[src/rtl/colorizer_palette_ctrl.sv]
// Palette owner for the VGA colorizer: shadow writes, vblank-synchronised commit to active.
// Optional blink of icon entries 5..7 when COLORIZER_BLINK_EN is defined.
module colorizer_palette_ctrl #(
  parameter int NUM_ENTRIES  = 8,
  parameter int COLOR_W      = 12,
  parameter int BLINK_FRAMES = 30
) (
  input  logic                           clock,
  input  logic                           reset,
  input  logic                           wr_valid,
  output logic                           wr_ready,
  input  logic [2:0]                     wr_addr,
  input  logic [COLOR_W-1:0]             wr_data,
  input  logic                           commit_req,
  input  logic                           vblank,
  output logic [NUM_ENTRIES*COLOR_W-1:0] palette,
  output logic                           armed,
  output logic                           commit_done
);

  // state  | meaning
  // IDLE   | no commit pending, writes accepted
  // ARMED  | commit requested, waiting for vblank
  // COMMIT | one cycle: active <= shadow, writes stalled
  typedef enum logic [1:0] {
    IDLE   = 2'd0,
    ARMED  = 2'd1,
    COMMIT = 2'd2
  } state_t;

  typedef logic [NUM_ENTRIES-1:0][COLOR_W-1:0] pal_t;

  localparam pal_t DEFAULTS = {12'h0F0, 12'h0F0, 12'h0F0, 12'h000,
                               12'hF0F, 12'hF00, 12'h000, 12'hFFF};

  if (NUM_ENTRIES != 8 || COLOR_W != 12 || BLINK_FRAMES < 1) begin : g_param_check
    $error("colorizer_palette_ctrl: unsupported parameter set");
  end

  state_t state_q, state_d;
  pal_t   shadow, active, palette_view;

  always_ff @(posedge clock) begin
    if (reset) begin
      state_q <= IDLE;
      shadow  <= DEFAULTS;
      active  <= DEFAULTS;
    end else begin
      state_q <= state_d;
      if (wr_valid && wr_ready) shadow[wr_addr] <= wr_data;
      if (state_q == COMMIT) active <= shadow;
    end
  end

  // A request that arrives inside blanking skips ARMED so the commit lands next cycle.
  always_comb begin
    state_d     = state_q;
    wr_ready    = 1'b1;
    armed       = 1'b0;
    commit_done = 1'b0;
    case (state_q)
      IDLE: begin
        if (commit_req) state_d = vblank ? COMMIT : ARMED;
      end
      ARMED: begin
        armed = 1'b1;
        if (vblank) state_d = COMMIT;
      end
      COMMIT: begin
        wr_ready    = 1'b0;
        commit_done = 1'b1;
        state_d     = commit_req ? ARMED : IDLE;
      end
      default: state_d = IDLE;
    endcase
  end

`ifdef COLORIZER_BLINK_EN
  localparam int CNT_W = (BLINK_FRAMES > 1) ? $clog2(BLINK_FRAMES) : 1;

  logic             vblank_q;
  logic [CNT_W-1:0] frame_cnt;
  logic             blink_phase;

  always_ff @(posedge clock) begin
    if (reset) begin
      vblank_q    <= 1'b0;
      frame_cnt   <= '0;
      blink_phase <= 1'b0;
    end else begin
      vblank_q <= vblank;
      if (vblank && !vblank_q) begin
        if (frame_cnt == CNT_W'(BLINK_FRAMES - 1)) begin
          frame_cnt   <= '0;
          blink_phase <= ~blink_phase;
        end else begin
          frame_cnt <= frame_cnt + CNT_W'(1);
        end
      end
    end
  end

  // Blinking icons show the background colour; the stored entries stay intact.
  always_comb begin
    palette_view = active;
    if (blink_phase) begin
      for (int i = 5; i < 8; i++) palette_view[i] = active[0];
    end
  end
`else
  assign palette_view = active;
`endif

  assign palette = palette_view;

endmodule

[config.mk]
export PLATFORM = sky130hd
export DESIGN_NAME = colorizer_palette_ctrl
export DESIGN_NICKNAME = d
export VERILOG_FILES = /design/src/rtl/colorizer_palette_ctrl.sv
export SDC_FILE = /design/constraint.sdc
export NUM_CORES = 1
export LEC_CHECK = 0
export CAP_MARGIN = 20
export CORE_MARGIN = 1.5
export CORE_UTILIZATION = 51
export CTS_CLUSTER_DIAMETER = 40
export DETAILED_ROUTE_END_ITERATION = 8
export PLACE_DENSITY = 0.86
export SETUP_SLACK_MARGIN = 0.1
export SYNTH_ARGS = -nofsm -noshare
export SYNTH_HDL_FRONTEND = slang
export SYNTH_SLANG_ARGS = --single-unit
[constraint.sdc]
create_clock -name clock -period 3.9 [get_ports clock]
set_clock_uncertainty 0.15 [all_clocks]
set_input_delay 0.975 -clock clock [delete_from_list [all_inputs] [get_ports clock]]
set_output_delay 0.975 -clock clock [all_outputs]
set_load 0.05 [all_outputs]
### Word-level counts from Yosys, hierarchy flattened

Index checks and enable logic that the tools add are counted.

| storage, ports and cells | value |
|---|---|
| register bits after elaboration | 194 |

| operators by class | value |
|---|---|
| $lt $le $gt $ge | 2 |
| equal/unequal tests | 4 |
| multiplexer cells | 11 |
| reductions and logical operators | 4 |

Operators by type and width:

| operator | count |
|---|---|
| 96-bit bitwise mux | 1 |
| 12-bit demux with 3-bit select | 1 |
| 12-bit two-way mux | 1 |
| 2-bit two-way mux | 3 |
| 2-bit one-hot mux with 3 select lines | 1 |
| 3-bit by 4-bit < comparator with 1-bit output, second input constant | 1 |
| 1-bit two-way mux | 4 |
| 2-bit != test, second input constant | 2 |
| 3-bit by 1-bit greater-or-equal comparator with 1-bit output, second input constant | 1 |
| 2-bit by 1-bit == test with 1-bit output, second input constant | 1 |
| 2-bit == test, second input constant | 1 |
| 1-bit logical AND | 2 |
| 2-bit zero test | 1 |
| 2-bit AND reduction | 1 |

### Longest topological paths before layout

| logic depth | value |
|---|---|
| word-level depth | 5 |
| depth in mapped cells | 7 |
| gate-level depth less buffers | 4 |

### Least setup slack after synthesis

No wires, ideal clock.

| timing | value |
|---|---|
| path type | register to output |
| start | reg state_q[1] |
| end | out wr_ready |
| arrival | 1.343 ns |
| data required time | 2.775 ns |
| setup slack | 1.432 ns |
| cell stages (with the launch flop) | 6 |
| buffers on the path | 3 |
| path through | dfxtp_1 nor2b_1 inv_1 clkbuf_1 buf_2 buf_2 |

| between the ends | value |
|---|---|
| longest elaborated chain between the ends | 2 |

RTL lines:

| what | line | RTL |
|---|---|---|
| from (decl) | 40 | `state_t state_q, state_d;` |
| from (signal assigned) | 49 | `state_q <= state_d;` |
| 2-bit == test | 61 | `case (state_q)` |
| 1-bit two-way mux | 61 |  |
| to (decl) | 11 | `output logic wr_ready,` |

Every way passes these cells.

### Worst setup path in the final report

Same ends and word-level chain as after synthesis.

==> qor.csv <==
stage,metric,value,unit
route,drt total wl,16.9,mm
yosys,Syn Nets,796,
yosys,synthesized area per cell,9.21,um^2
route,wire length per cell,16.0,um
global_route,largest net degree at the start of global routing,93,
power,Pleak,3.74,nW
route,number of remaining DRC errors,0,
sta,Setup TNS Final,0,ns
global_route,GRT Util Overall,23.5,%
yosys,Post-synth EDFFs,0,
floorplanning,Initial Util,51.9,%
yosys,Syn Inst Count,776,
sta,"Hold Vio Cnt, Final",0,
route,Pre-Repair DR Iteration Count,5,
route,Final ANT Viol Nets,0,
sta,Worst Max-Slew Pin Slew,0.953,ns
place,Placed Area,8410,um^2
yosys,Yosys reg bits,194,
sta,max_slew headroom,36.4,%
floorplanning,Die ar.,14700,um^2
yosys,count of cell types in the netlist,26,
yosys,Mapped Area,7150,um^2
critical_path,Crit Path Category,reg -> out,
yosys,ys flop type,dfxtp_1,
cells_and_area,NumNets Final,886,
sta,RSZ-0062 raised after global routing,false,
critical_path,Worst R2R Start,state_q[1],
cts,Clock Pin Slew Worst Setup and Hold Paths,0.07,ns
cells_and_area,antenna diode count,0,
critical_path,Crit Path Max Fanout,18,
critical_path,max incr delay on CP,0.77,ns
floorplanning,core area,13800,um^2
flow_run,maxcap violations,0,
yosys,sequential share of the synthesized area,54.3,%
cells_and_area,share of layout cells above drive strength 1,5.24,%
sta,f_max,296,MHz
cts,clock buffer depth,2,
power,Worst IR Drop VDD,0.000300,V
floorplanning,Chip Height,121,um
cts,Resize count post-CTS,0,
global_route,grt ovf,0,
global_route,first-pass GRT wire length,26.5,mm
place,port bufs,118,
yosys,Yosys top cell area share,54.3,%
cts,Num Clock Sinks,194,
critical_path,slowest CP cell,clkdlybuf4s50_1,
cells_and_area,# fillers,1108,
power,Pwr Density,474,nW/um^2
cts,CTS tree,yes,
yosys,Synth warnings,0,
sta,Slew Limit Fails,0,
critical_path,startpoint type of the worst setup path,flip-flop,
status,status,"finished, final reports clean",
yosys,"area leader, netlist",dfxtp_1,
critical_path,critical path cell sequence,nor2b_4 > inv_2 > clkdlybuf4s50_1,
cells_and_area,Layout area overhead,26.5,%
global_route,vias in the first global route,5272,
cts,# hold bufs at CTS,0,
hold_path,hold path start,shadow[43],
cts,clock root cell,clkbuf_16,
sta,final setup fails,0,
critical_path,CP Capture Type,output pin,
critical_path,CP Data Required Time,2.77,ns
route,vias per cell,5.17,
sta,Final Critical Period,3.38,ns
route,drt initial violations,412,
place,Post-DP HPWL,10.5,mm
global_route,initial antenna violation count,0,
route,vias,5468,
yosys,"top cells by area, synth","dfxtp_1 54%, mux2i_1 13%, nand2_1 10%",
hold_path,HP Class,reg -> reg,
floorplanning,FP Rows,43,
floorplanning,Die X,121,um
critical_path,Crit. Startpoint,state_q[1],
critical_path,CP Data Arrival Time,2.26,ns
place,routability congestion estimate,0.759,
cts,postcts setup bufs,0,
floorplanning,I/O pin total,119,
cts,H-tree levels,4,
cts,Num CTS Buffers,17,
cells_and_area,design area,9050,um^2
sta,post-route clock period utilization,86.7,%
cts,Clock Latency Late Sink,0.43,ns
yosys,fraction of registers with async set/reset,0,%
## state kept, by name, summed over array words and instances, names as in the netlist
register and cells:
state_q 2, shadow 96, palette 96
## synthesized netlist by cell type (all sizes together), types with 2 or more instances
cell and number:
clkbuf 42, mux2i 96, dfxtp 194, nand2b 72, nor3 2, nor2 48
nand3b 36, a21oi 60, and3 2, or4 2, nand2 193, buf 13
inv 2, nor2b 4, nand3 4
## where the power goes
| group | switching (mW) | internal [mW] |
|---|---|---|
| Sequential | 0.0262 | 2.03 |
| Combinational | 0.235 | 0.125 |
| Clock | 0.752 | 1.13 |
| Total | 1.01 | 3.28 |
## layout by cell type (no fill, tap or decap)
| cell type | count |
|---|---|
| inv_2 | 2 |
| buf_4 | 8 |
| clkinvlp_4 | 1 |
| nor2_1 | 48 |
| nand3b_1 | 36 |
| nor2b_1 | 3 |
| a21oi_1 | 60 |
| nand3_1 | 4 |
| and3b_1 | 1 |
| dfxtp_1 | 194 |
| clkinv_2 | 1 |
| and3_1 | 2 |
| nand2_1 | 193 |
| nor3_4 | 1 |
| o21bai_1 | 1 |
| nor4_1 | 1 |
| clkinv_4 | 3 |
| inv_6 | 2 |
| clkdlybuf4s50_1 | 117 |
| clkbuf_16 | 17 |
| or3b_2 | 1 |
| nor3_2 | 1 |
| mux2i_1 | 96 |
| or4_1 | 2 |
| clkbuf_8 | 3 |
| or3_1 | 1 |
| nand2b_1 | 72 |
| bufinv_16 | 4 |
| buf_12 | 1 |
| a211oi_1 | 1 |
| nor2b_4 | 1 |
## logic make-up (layout without fill, tap and decap cells)
family                 after synthesis  count (layout)  share of synthesized area (%)
and+or+nand+nor                    367             367                           24.5
buffers and inverters               57             159                           3.31
muxes                               96              96                           13.4
AOI/OAI and AO/OA                   62              62                           4.41
DFF                                194             194                           54.3
## critical path: cells and delay by family, from the launching register on
family,cells,cell delay (ns)
buffers and inverters,2,1.02
DFF,1,0.39
and+or+nand+nor,1,0.41
## final cells by class
cell class / instances / area (um^2) / share of cell area [%]
clock inverters: 11 / 176 / 1.95
clock buffers: 20 / 467 / 5.16
inverters: 2 / 7.51 / 0.0830
well taps: 180 / 225 / 2.49
repair buffers: 126 / 1250 / 13.8
multi-input cells: 525 / 3040 / 33.6
flip-flops and latches: 194 / 3880 / 42.9
## per-stage QoR
stage | power, mW | std cells | setup WS, ns | util, % | hold slack [ns]
detailed placement | 2.45 | 1027 | 0.838 | 61.0 | 0.296
global route | 4.42 | 1058 | 0.413 | 65.7 | 0.316
floorplan | 2.33 | 776 | 1.43 | - | 0.282
CTS | 4.31 | 1058 | 0.517 | 65.7 | 0.304
finish | 4.29 | 1058 | 0.517 | 65.7 | 0.303
global placement | 2.45 | 1027 | 0.873 | 61.0 | 0.290
## metal layers
layer  GRT usage, %  up-vias  routed length (um)
met2           38.7      153                8340
met3           5.64       27                 840
li1               -     2689                   -
met1           29.5     2599                7380
met5              0        -                   0
met4           9.49        0                 349
## path summary, 6_finish.rpt
| kind | endpoint | slack, ns | depth (start not counted) |
|---|---|---|---|
| worst max-delay path | wr_ready | 0.52 | 3 |
| worst min-delay path | palette[43] | 0.30 | 2 |
| worst max register to register | palette[25] | 1.63 | 4 |
| worst min register to register | palette[43] | 0.30 | 2 |
Power figures use the tool's default switching activity.
==> patch: new RTL, same flow settings <==
Build with the macro `COLORIZER_BLINK_EN` defined.
--- a/src/rtl/colorizer_palette_ctrl.sv
+++ b/src/rtl/colorizer_palette_ctrl.sv
@@ -1,5 +1,7 @@
 // Palette owner for the VGA colorizer: shadow writes, vblank-synchronised commit to active.
 // Optional blink of icon entries 5..7 when COLORIZER_BLINK_EN is defined.
+`define COLORIZER_BLINK_EN
+
 module colorizer_palette_ctrl #(
   parameter int NUM_ENTRIES  = 8,
   parameter int COLOR_W      = 12,
Check against the original RTL: no difference found for any inputs over 4 cycles, from zero or initial values and one cycle with reset high; that may be too few to reach the edited logic, so the function may still have changed.
==> patch against the unedited design <==
  * Final area is 8.0% higher
  * Core utilization down 2.1 points
  * Maximum frequency down 7.6%
  * Sequential share of layout area fell by 1.7 points
  * Sequential cell count grew 7
  * Sequential power rose by 4%
  * Total power rose by 13%
  * Clock power increased by 23%
  * Setup slack got worse by 280 ps
  * Synthesized area up 14%
  * Synthesized cell count up 23%
  * Routed wire length grew 15%
  * Largest power group is now the clock network
==> patch: results (changes against the unedited design) <==
place:
  hpwlAfterDp_um: 12590  # +20%
  routabilityCongestion: 0.7929  # +4.5%
logic_synthesis:
  synthAdderAreaFrac_pct: 0.3082  # +0.31 points
  synth_common_cells: "nand2_1 (231), dfxtp_1 (201), mux2i_1 (72)"
  ys.flop_type: "dfxtp_1"
  ys_types: 36  # +38%
  synth-xor-area-share_pct: 0.2157  # +0.22 points
  synth_mux_area_share_pct: 8.877  # -4.6 points
  synth_compound_area_share_pct: 10.20  # +5.8 points
  ys_seq_area_share_pct: 49.56  # -4.8 points
global_route:
  grt_use_total_pct: 23.33  # -0.12 points
  grt_start_max_net_pins: 87  # -6.5%
  grt_pass1_vias: 6048  # +15%
  grt_first_pass_wirelength_um: 30910  # +17%
critical_path:
  crit_fanout: 34  # +16
  worstSetupStartpoint: "blink_phase"
  crit_path_max_incr_delay_ps: 840  # +70 ps
  reg2reg_slack_ps: 1380  # -250 ps
  critPathSlowestCell: "clkdlybuf4s50_1"
  r2r_cells: 5  # +1
  rr_startpoint: "state_q[0]"
  endpoint: "palette[83]"
min_path:
  hold_end: "palette[28]"
  hold_start: "shadow[28]"
clock_tree:
  clk_latency_ps: 500  # +70 ps
  cts_setup_buffers: 0  # unchanged
  cts.htree.levels: 1  # -3
  clockBufferDepth: 3  # +1
  cts_buffers: 24  # +7
  cts.clk_slew.worst_paths_ps: 60
status:
  status: "complete, no violations"
sta:
  slew_headroom_pct: 41.04  # +4.6 points
  fin_crit_sh_pct: 93.83  # +7.1 points
power:
  p_switching_mw: 1.150  # +13%
  clkPwrFrac_pct: 48.0  # +4.2 points
  combPwrFrac_pct: 7.8  # -0.6 points
  vdd_drop_max_mv: 0.3342  # +11%
  static-leakage-power_nw: 3.955  # +5.8%
drt:
  wl_per_cell_um: 16.09  # +0.65%
  vias_per_cell: 5.297  # +2.5%
finish:
  finalNetCount: 1005  # +13%
  layout-drive-gt1-share_pct: 7.100  # +1.9 points
[patch: worst reg2reg max path, cell delays in order, from the launching register on]
cell and delay, ps:
dfxtp_1 320, and2b_4 410, buf_4 480, buf_4 720, nand2_1 190, a21oi_1 180
[patch: through the flow]
stage	instance area (um^2)	utilization, %	hold WS [ps]	instances	total power [mW]
6_report	9773	63.58	299.8	1211	4.835
5_1_grt	9773	63.58	320.2	1211	4.970
4_1_cts	9756	63.47	300.5	1211	4.856
3_5_place_dp	8910	57.97	295.7	1168	2.551
3_3_place_gp	8910	57.97	289.0	1168	2.546
2_1_floorplan	8119	-	282.1	952	2.446
[patch: per-layer routing]
metal / share of wire (%) / track usage, %
met1: 44 / 31.28
met2: 45 / 36.95
met3: 7.4 / 4.913
met4: 3.0 / 9.187
met5: 0 / 0
[patch: final cells by class]
type	count	area share, %
repair buffers	131	13.16
multi-input cells	585	32.77
inverters	40	1.536
flip-flops and latches	201	41.17
clock inverters	11	1.472
well taps	211	2.701
clock buffers	32	7.182
